## src/rtl/dmem_arbiter.sv

```systemverilog
`default_nettype none
// +------------------------------------------------------------------------+
// | Module   : dmem_arbiter                                                |
// | Purpose  : Shares a single-port data memory between the core load/     |
// |            store port and a debug/loader port. Core has priority; a    |
// |            starvation counter bounds how long debug can be locked out. |
// |            Memory commands are registered; the core is stalled until   |
// |            its own access completes.                                   |
// | Options  : DMEM_ARB_PERF_EN adds the stall_cycles performance counter. |
// | Revision : 1.0  initial release                                        |
// +------------------------------------------------------------------------+
module dmem_arbiter #(
  parameter int DATA_W     = 32,
  parameter int ADDR_W     = 9,
  parameter int RD_LAT     = 1,
  parameter int STARVE_MAX = 4
) (
  input  logic              clk,
  input  logic              reset,
  input  logic              c_rd,
  input  logic              c_wr,
  input  logic [ADDR_W-1:0] c_addr,
  input  logic [DATA_W-1:0] c_wdata,
  output logic              c_stall,
  output logic [DATA_W-1:0] c_rdata,
  input  logic              d_req,
  input  logic              d_we,
  input  logic [ADDR_W-1:0] d_addr,
  input  logic [DATA_W-1:0] d_wdata,
  output logic              d_gnt,
  output logic [DATA_W-1:0] d_rdata,
  output logic              m_rd,
  output logic              m_wr,
  output logic [ADDR_W-1:0] m_addr,
  output logic [DATA_W-1:0] m_wdata,
  input  logic [DATA_W-1:0] m_rdata
`ifdef DMEM_ARB_PERF_EN
  ,
  output logic [31:0]       stall_cycles
`endif
);

  typedef enum logic [1:0] {S_IDLE, S_ISSUE, S_WAIT, S_DONE} state_t;

  localparam logic [1:0] LAT_INIT   = 2'(RD_LAT - 1);
  localparam logic [3:0] STARVE_LIM = 4'(STARVE_MAX);
  localparam logic       OWN_CORE   = 1'b0;
  localparam logic       OWN_DBG    = 1'b1;

  state_t            state_q, state_d;
  logic [1:0]        lat_q, lat_d;
  logic [3:0]        starve_q, starve_d;
  logic              owner_q, owner_d;
  logic              we_q, we_d;
  logic              m_rd_q, m_rd_d;
  logic              m_wr_q, m_wr_d;
  logic [ADDR_W-1:0] m_addr_q, m_addr_d;
  logic [DATA_W-1:0] m_wdata_q, m_wdata_d;
  logic [DATA_W-1:0] c_rdata_q, c_rdata_d;
  logic [DATA_W-1:0] d_rdata_q, d_rdata_d;

  logic core_req;
  logic dbg_wins;
  logic complete;

  assign core_req = c_rd | c_wr;
  // Debug wins when the core is idle or has used up its consecutive grants.
  assign dbg_wins = d_req & (~core_req | (starve_q == STARVE_LIM));
  // Writes finish in ISSUE, reads in DONE.
  assign complete = ((state_q == S_ISSUE) & we_q) | (state_q == S_DONE);

  assign c_stall = core_req & ~(complete & (owner_q == OWN_CORE));
  assign d_gnt   = complete & (owner_q == OWN_DBG);
  assign m_rd    = m_rd_q;
  assign m_wr    = m_wr_q;
  assign m_addr  = m_addr_q;
  assign m_wdata = m_wdata_q;
  assign c_rdata = c_rdata_q;
  assign d_rdata = d_rdata_q;

  // Next-state logic: arbitration, command latching and read capture.
  always_comb begin
    state_d   = state_q;
    lat_d     = lat_q;
    starve_d  = starve_q;
    owner_d   = owner_q;
    we_d      = we_q;
    m_rd_d    = 1'b0;
    m_wr_d    = 1'b0;
    m_addr_d  = m_addr_q;
    m_wdata_d = m_wdata_q;
    c_rdata_d = c_rdata_q;
    d_rdata_d = d_rdata_q;
    case (state_q)
      S_IDLE: begin
        if (!d_req) starve_d = '0;
        if (core_req || d_req) begin
          state_d = S_ISSUE;
          if (dbg_wins) begin
            owner_d   = OWN_DBG;
            we_d      = d_we;
            m_addr_d  = d_addr;
            m_wdata_d = d_wdata;
            starve_d  = '0;
          end else begin
            // Simultaneous c_rd and c_wr is treated as a store.
            owner_d   = OWN_CORE;
            we_d      = c_wr;
            m_addr_d  = c_addr;
            m_wdata_d = c_wdata;
            if (d_req && (starve_q != STARVE_LIM)) starve_d = starve_q + 4'd1;
          end
          m_wr_d = we_d;
          m_rd_d = ~we_d;
        end
      end
      S_ISSUE: begin
        if (we_q) begin
          state_d = S_IDLE;
        end else begin
          state_d = S_WAIT;
          lat_d   = LAT_INIT;
        end
      end
      S_WAIT: begin
        if (lat_q == 2'd0) begin
          state_d = S_DONE;
          if (owner_q == OWN_DBG) d_rdata_d = m_rdata;
          else                    c_rdata_d = m_rdata;
        end else begin
          lat_d = lat_q - 2'd1;
        end
      end
      default: state_d = S_IDLE;
    endcase
  end

  // State and datapath registers; reset abandons any in-flight access.
  always_ff @(posedge clk or negedge reset) begin
    if (!reset) begin
      state_q   <= S_IDLE;
      lat_q     <= '0;
      starve_q  <= '0;
      owner_q   <= OWN_CORE;
      we_q      <= 1'b0;
      m_rd_q    <= 1'b0;
      m_wr_q    <= 1'b0;
      m_addr_q  <= '0;
      m_wdata_q <= '0;
      c_rdata_q <= '0;
      d_rdata_q <= '0;
    end else begin
      state_q   <= state_d;
      lat_q     <= lat_d;
      starve_q  <= starve_d;
      owner_q   <= owner_d;
      we_q      <= we_d;
      m_rd_q    <= m_rd_d;
      m_wr_q    <= m_wr_d;
      m_addr_q  <= m_addr_d;
      m_wdata_q <= m_wdata_d;
      c_rdata_q <= c_rdata_d;
      d_rdata_q <= d_rdata_d;
    end
  end

`ifdef DMEM_ARB_PERF_EN
  logic [31:0] stall_cycles_q, stall_cycles_d;

  // Count every cycle the core is frozen; wraps naturally at 2^32.
  always_comb stall_cycles_d = c_stall ? stall_cycles_q + 32'd1 : stall_cycles_q;

  // Performance counter register.
  always_ff @(posedge clk or negedge reset) begin
    if (!reset) stall_cycles_q <= '0;
    else        stall_cycles_q <= stall_cycles_d;
  end

  assign stall_cycles = stall_cycles_q;
`endif

endmodule
`default_nettype wire

```

## config.mk

```make
export PLATFORM = sky130hd
export DESIGN_NAME = dmem_arbiter
export DESIGN_NICKNAME = d
export VERILOG_FILES = /design/src/rtl/dmem_arbiter.sv
export SDC_FILE = /design/constraint.sdc
export NUM_CORES = 1
export LEC_CHECK = 0
export BUFFER_PORTS_ARGS = -buffer_cell sky130_fd_sc_hd__buf_4
export CAP_MARGIN = 20
export CORE_MARGIN = 2
export CORE_UTILIZATION = 30
export CTS_BUF_LIST = sky130_fd_sc_hd__clkbuf_8 sky130_fd_sc_hd__clkbuf_16
export DETAILED_ROUTE_END_ITERATION = 12
export HOLD_SLACK_MARGIN = 0.03
export MAX_ROUTING_LAYER = met4
export SLEW_MARGIN = 20
export SYNTH_ARGS = -nofsm -noshare
export SYNTH_HDL_FRONTEND = slang
export SYNTH_SLANG_ARGS = --single-unit
```

## constraint.sdc

```tcl
create_clock -name clk -period 3.9 [get_ports clk]
set_clock_uncertainty 0.2 [all_clocks]
set_input_delay 0.78 -clock clk [delete_from_list [all_inputs] [get_ports clk]]
set_output_delay 0.78 -clock clk [all_outputs]
set_load 0.005 [all_outputs]
```

==> impl_metrics.yaml, run 1 <==
pwr:
  comb_power_share: 0.382
  totalPowerFinal_mw: 5.91
  seqPwrFrac: 0.366
  leakage_nw: 3.48
  p_clk_frac: 0.252
  swShare: 0.297
  intPower_mw: 4.16
  power_switching_mw: 1.76
  powerDensity_nw_per_um2: 804
  vdd_drop_max_uv: 288
setup_path:
  crit_arrival_ns: 1.47
  cp-end-kind: "output pin"
  ff2ff_path_depth: 5
  crit_slowest_cell: "nor2_1"
  cp.required_ns: 2.92
  crit_fanout: 5
  worstSetupPathType: "in2out"
  crit_chain: "buf_4 -> nor2_1 -> nor2_1 -> buf_4"
  slowest_delay_ns: 0.32
  startpoint_type: "input port"
timing:
  finalSetupViolCount: 0
  drv_slew: 0
  timing.final.crit_share: 0.629
  max_slew.worst_pin.slew_ns: 0.949
  fin_tns_setup_ns: 0
  fmax_mhz: 408
  finalHoldViolations: 0
  rsz0062_at_grt: "false"
  timing.final.ws_setup_ns: 1.45
  fin_crit_ns: 2.45
  maxSlewHeadroom: 0.366
logic_synthesis:
  synth_xor_area_frac: 0
  synth_top_family_by_area: "compound AO/OA/AOI/OAI gates"
  syn_nets: 477
  synth_mux_area_frac: 0.146
  synth_area_um2: 4920
  yosysSeqAreaShare: 0.595
  synthTopCellsByArea: "dfrtp_1 59%, mux2_2 13%, a221o_1 8.3%, a21boi_0 5.2%, buf_6 2.1%"
  synth_common_cells: "117 x dfrtp_1, 59 x mux2_2, 41 x a221o_1, 34 x a21boi_0, 11 x nor2_1"
  yosysMostFrequentCell: "dfrtp_1"
  synth-compound-area-share: 0.172
  synth_flop_cell: "dfrtp_1"
  synthSimpleGateAreaFrac: 0.0348
  synth_edf_count: 0
  synth_fa_ha_area_frac: 0.00762
  synthCells: 354
  synth_top_area_share: 0.595
  synthDistinctLibCells: 36
  async_reset_ff_frac: 1.00
  avgSynthCellArea_um2: 13.9
  synth_top_cell_by_area: "dfrtp_1"
  yosysWarnings: 0
  synth-seq-cells: 117
placed_design:
  dp_hpwl_mm: 9.93
  io_buffers: 228
  pre_cts_slack_ns: 1.38
  gp_congestion: 0.758
floorplanning:
  rows: 46
  dieArea_um2: 17500
  die_w_um: 132
  io_pins: 229
  die_h_um: 132
  initial_utilization: 0.309
  core-area_um2: 15900
global_routing:
  grt.total_usage: 0.166
  antenna_found_initial: 0
  grt_start_max_net_pins: 62
  overflow: 0
  grt_pass1_wl_mm: 22.1
  grt_pass1_vias: 4239
cts:
  cts_buffers: 17
  htreeDepth: 4
  hold_buffers: 0
  cts_resized: 0
  cts_setup_buffers: 0
  clock_latency_ns: 0.41
  cts.reportedPaths.clkPinSlew_ns: 0.05
  cts_tree: "built"
  max-clock-path-buffers: 2
  clock-root-buffer: "clkbuf_16"
  clkSinkCount: 117
job:
  max_cap_viol_count: 0
routing:
  first_pass_iters: 4
  drtIter0Drc: 194
  ant_nets: 0
  vias: 3940
  routed_wl_mm: 13.8
  vias_per_cell: 4.88
  drc: 0
  wl_per_cell_um: 17.1
status:
  outcome: "complete, no violations"
finish:
  area_growth_pct: 49.4
  drive_gt1_frac: 0.555
  multi_input_area_um2: 1790
  final_core_utilization: 0.461
  seqCellArea_um2: 2930
  num_antenna_cells: 0
  fillers: 1487
  nNetsFinal: 702
worst_hold_path:
  worstHoldPathType: "in2async"
## per-stage QoR
step                      std cells  cell area (um^2)  hold WS (ns)
after floorplan                 354              4920         0.272
after global placement          776              6790         0.277
after detailed placement        776              6790         0.284
after CTS                       807              7360         0.271
after global routing            807              7360         0.300
final                           807              7360         0.254
## final cells by class
type / count / share of cell area
inverters: 10 / 0.00510
well taps: 216 / 0.0367
multi-input cells: 200 / 0.244
clock inverters: 12 / 0.0155
flip-flops and latches: 117 / 0.398
clock buffers: 19 / 0.0616
repair buffers: 233 / 0.239
## cell families after synthesis
| kind of cell | after synthesis |
|---|---|
| DFF | 117 |
| AOI/OAI and AO/OA | 99 |
| and+or+nand+nor | 34 |
| adders and majority gates | 3 |
| muxes | 64 |
| buffers and inverters | 37 |
## critical path, delay by kind of cell
kind	cells	cell delay [ns]
buf+inv	2	0.28
simple gates	2	0.42
## per-layer routing
layer,part of all wire,vias up,track usage
li1,-,1771,-
met1,0.44,1934,0.206
met2,0.46,218,0.251
met3,0.091,17,0.0534
met4,0.016,0,0.0658
met5,0,-,-
## power by group through the flow
stage	Combinational, mW	Sequential [mW]	Clock (mW)
2_1_floorplan	1.06	2.14	0
3_3_place_gp	2.24	2.16	0
3_5_place_dp	2.30	2.17	0
4_1_cts	2.30	2.17	1.53
5_1_grt	2.45	2.24	1.58
6_report	2.26	2.17	1.49
## worst paths after layout
kind | from | slack [ns] | end
min | reset | 0.25 | d_rdata[18]
max | c_wr | 1.45 | c_stall
max in group asynchronous | reset | 2.44 | d_rdata[14]
max reg2reg | lat_q[0] | 1.57 | c_rdata[17]
min in group clk | d_rdata[28] | 0.29 | d_rdata[28]
min reg2reg | d_rdata[28] | 0.29 | d_rdata[28]
## cells in the final DEF (no fill, tap or decap), types with 6 or more instances in the layout
cell type	count
inv_1	12
a21boi_1	7
mux2_2	59
clkinv_2	6
nand2_1	8
a221o_1	41
clkbuf_16	17
dfrtp_1	117
buf_4	232
a21boi_0	34
nor2_1	10
## state kept, by name, indices dropped and copies added (netlist names)
name	cells
we_q	1
state_q	2
lat_q	2
owner_q	1
m_wdata	32
c_rdata	32
m_wr	1
m_rd	1
d_rdata	32
starve_q	4
m_addr	9
Power figures use the tool's default switching activity.
==> inputs of run 2 (changes only) <==
clock period = 2.1 ns   (was 3.9 ns; I/O delays follow)
==> impl_metrics.yaml, run 2 (synthesized netlist as in run 1, its figures left out) <==
status:
  outcome: "complete, no violations"
worst_hold_path:
  worstHoldPathType: "in2reg"
finish:
  fillers: 1324
  final_common_cell: "buf_4"
  drive_gt1_frac: 0.499
  final_core_utilization: 0.514
  num_antenna_cells: 0
  final_cell_mix: "229 x buf_4, 117 x dfrtp_1, 69 x dlygate4sd3_1"
  area_growth_pct: 66.4
  nNetsFinal: 775
pwr:
  intPower_mw: 7.96
  p_clk_frac: 0.254
  seqPwrFrac: 0.354
  comb_power_share: 0.392
  vdd_drop_max_uv: 522
  power_switching_mw: 3.40
  totalPowerFinal_mw: 11.4
  leakage_nw: 3.81
  powerDensity_nw_per_um2: 1390
  swShare: 0.300
global_routing:
  grt-busiest-layer: "met2"
  grt_pass1_wl_mm: 23.4
  overflow: 0
  antenna_found_initial: 0
  use_met2: 0.262
  globalRouteMet3Util: 0.0473
  grt_start_max_net_pins: 61
  grt.total_usage: 0.174
  grt.met1_usage: 0.223
  grt_pass1_vias: 4477
floorplanning:
  rows: 46
  die_w_um: 132
  core-area_um2: 15900
  dieArea_um2: 17500
  io_pins: 229
  die_h_um: 132
  initial_utilization: 0.309
timing:
  rsz0062_at_grt: "false"
  drv_slew: 0
  fin_tns_setup_ns: 0
  fmax_mhz: 495
  timing.final.crit_share: 0.961
  max_slew.worst_pin.slew_ns: 0.337
  finalSetupViolCount: 0
  maxSlewHeadroom: 0.776
  timing.final.ws_setup_ns: 0.0817
  fin_crit_ns: 2.02
  finalHoldViolations: 0
setup_path:
  cp.required_ns: 1.48
  cp-end-kind: "output pin"
  worstSetupPathType: "reg2out"
  crit_arrival_ns: 1.40
  crit_fanout: 9
  startpoint_type: "flip-flop"
cts:
  clkSinkCount: 117
  cts.reportedPaths.clkPinSlew_ns: 0.06
  clock-root-buffer: "clkbuf_16"
  cts_setup_buffers: 0
  clock_latency_ns: 0.41
  cts_buffers: 17
  htreeDepth: 4
  cts_resized: 0
  cts_tree: "built"
  max-clock-path-buffers: 2
  hold_buffers: 65
routing:
  ant_nets: 0
  wl_per_cell_um: 16.6
  first_pass_iters: 5
  vias: 4187
  drtIter0Drc: 218
  vias_per_cell: 4.75
  drc: 0
  routed_wl_mm: 14.7
placed_design:
  dp_hpwl_mm: 9.64
  gp_congestion: 0.826
  io_buffers: 228
  pre_cts_slack_ns: 0.168
job:
  max_cap_viol_count: 0
[run 2: per-layer routing]
metal / share of wire / wire (um) / vias to the layer above
li1: - / - / 1924
met1: 0.44 / 6410 / 2016
met2: 0.47 / 6830 / 234
met5: 0 / 0 / -
met3: 0.084 / 1230 / 13
met4: 0.012 / 182 / 0
[run 2: worst max-delay path: stages (launching register included)]
cell and delay (ns):
dfrtp_1 0.46, o21ai_0 0.25, nor2_1 0.07, nor2_1 0.10, buf_4 0.12
[run 2: power groups by stage]
stage	clock, mW	sequential [mW]	combinational (mW)
global route	3.07	4.16	4.83
global placement	0	4.02	4.28
detailed placement	0	4.02	4.39
floorplan	0	3.98	1.97
finish	2.89	4.02	4.45
CTS	2.96	4.01	4.47
[run 2: area by class of cell]
class	count	area (um^2)	area share
Clock buffer	20	467	0.0570
Clock inverter	12	129	0.0157
Timing Repair Buffer	306	2570	0.314
Multi-Input combinational cell	200	1790	0.219
Sequential cell	117	2930	0.357
Inverter	10	37.5	0.00458
Tap cell	216	270	0.0330
[run 2: through the flow]
| stage | area (um^2) | hold slack (ns) | std cells |
|---|---|---|---|
| 3_3_place_gp | 6910 | 0.251 | 780 |
| 2_1_floorplan | 4920 | -0.0756 | 354 |
| 6_report | 8190 | 0.0460 | 881 |
| 3_5_place_dp | 6910 | 0.260 | 780 |
| 5_1_grt | 8190 | 0.0307 | 881 |
| 4_1_cts | 8150 | 0.0312 | 877 |
[run 2: worst paths after layout]
check	startpoint	end	slack, ns	cells past startpoint
max in group asynchronous	reset	m_wdata[4]	1.04	3
min reg2reg	d_rdata[26]	d_rdata[26]	0.29	1
max reg2reg	lat_q[0]	d_rdata[30]	0.18	6
max	state_q[1]	c_stall	0.08	4
min in group asynchronous	reset	d_rdata[21]	0.36	3
min	m_rdata[30]	d_rdata[30]	0.05	2
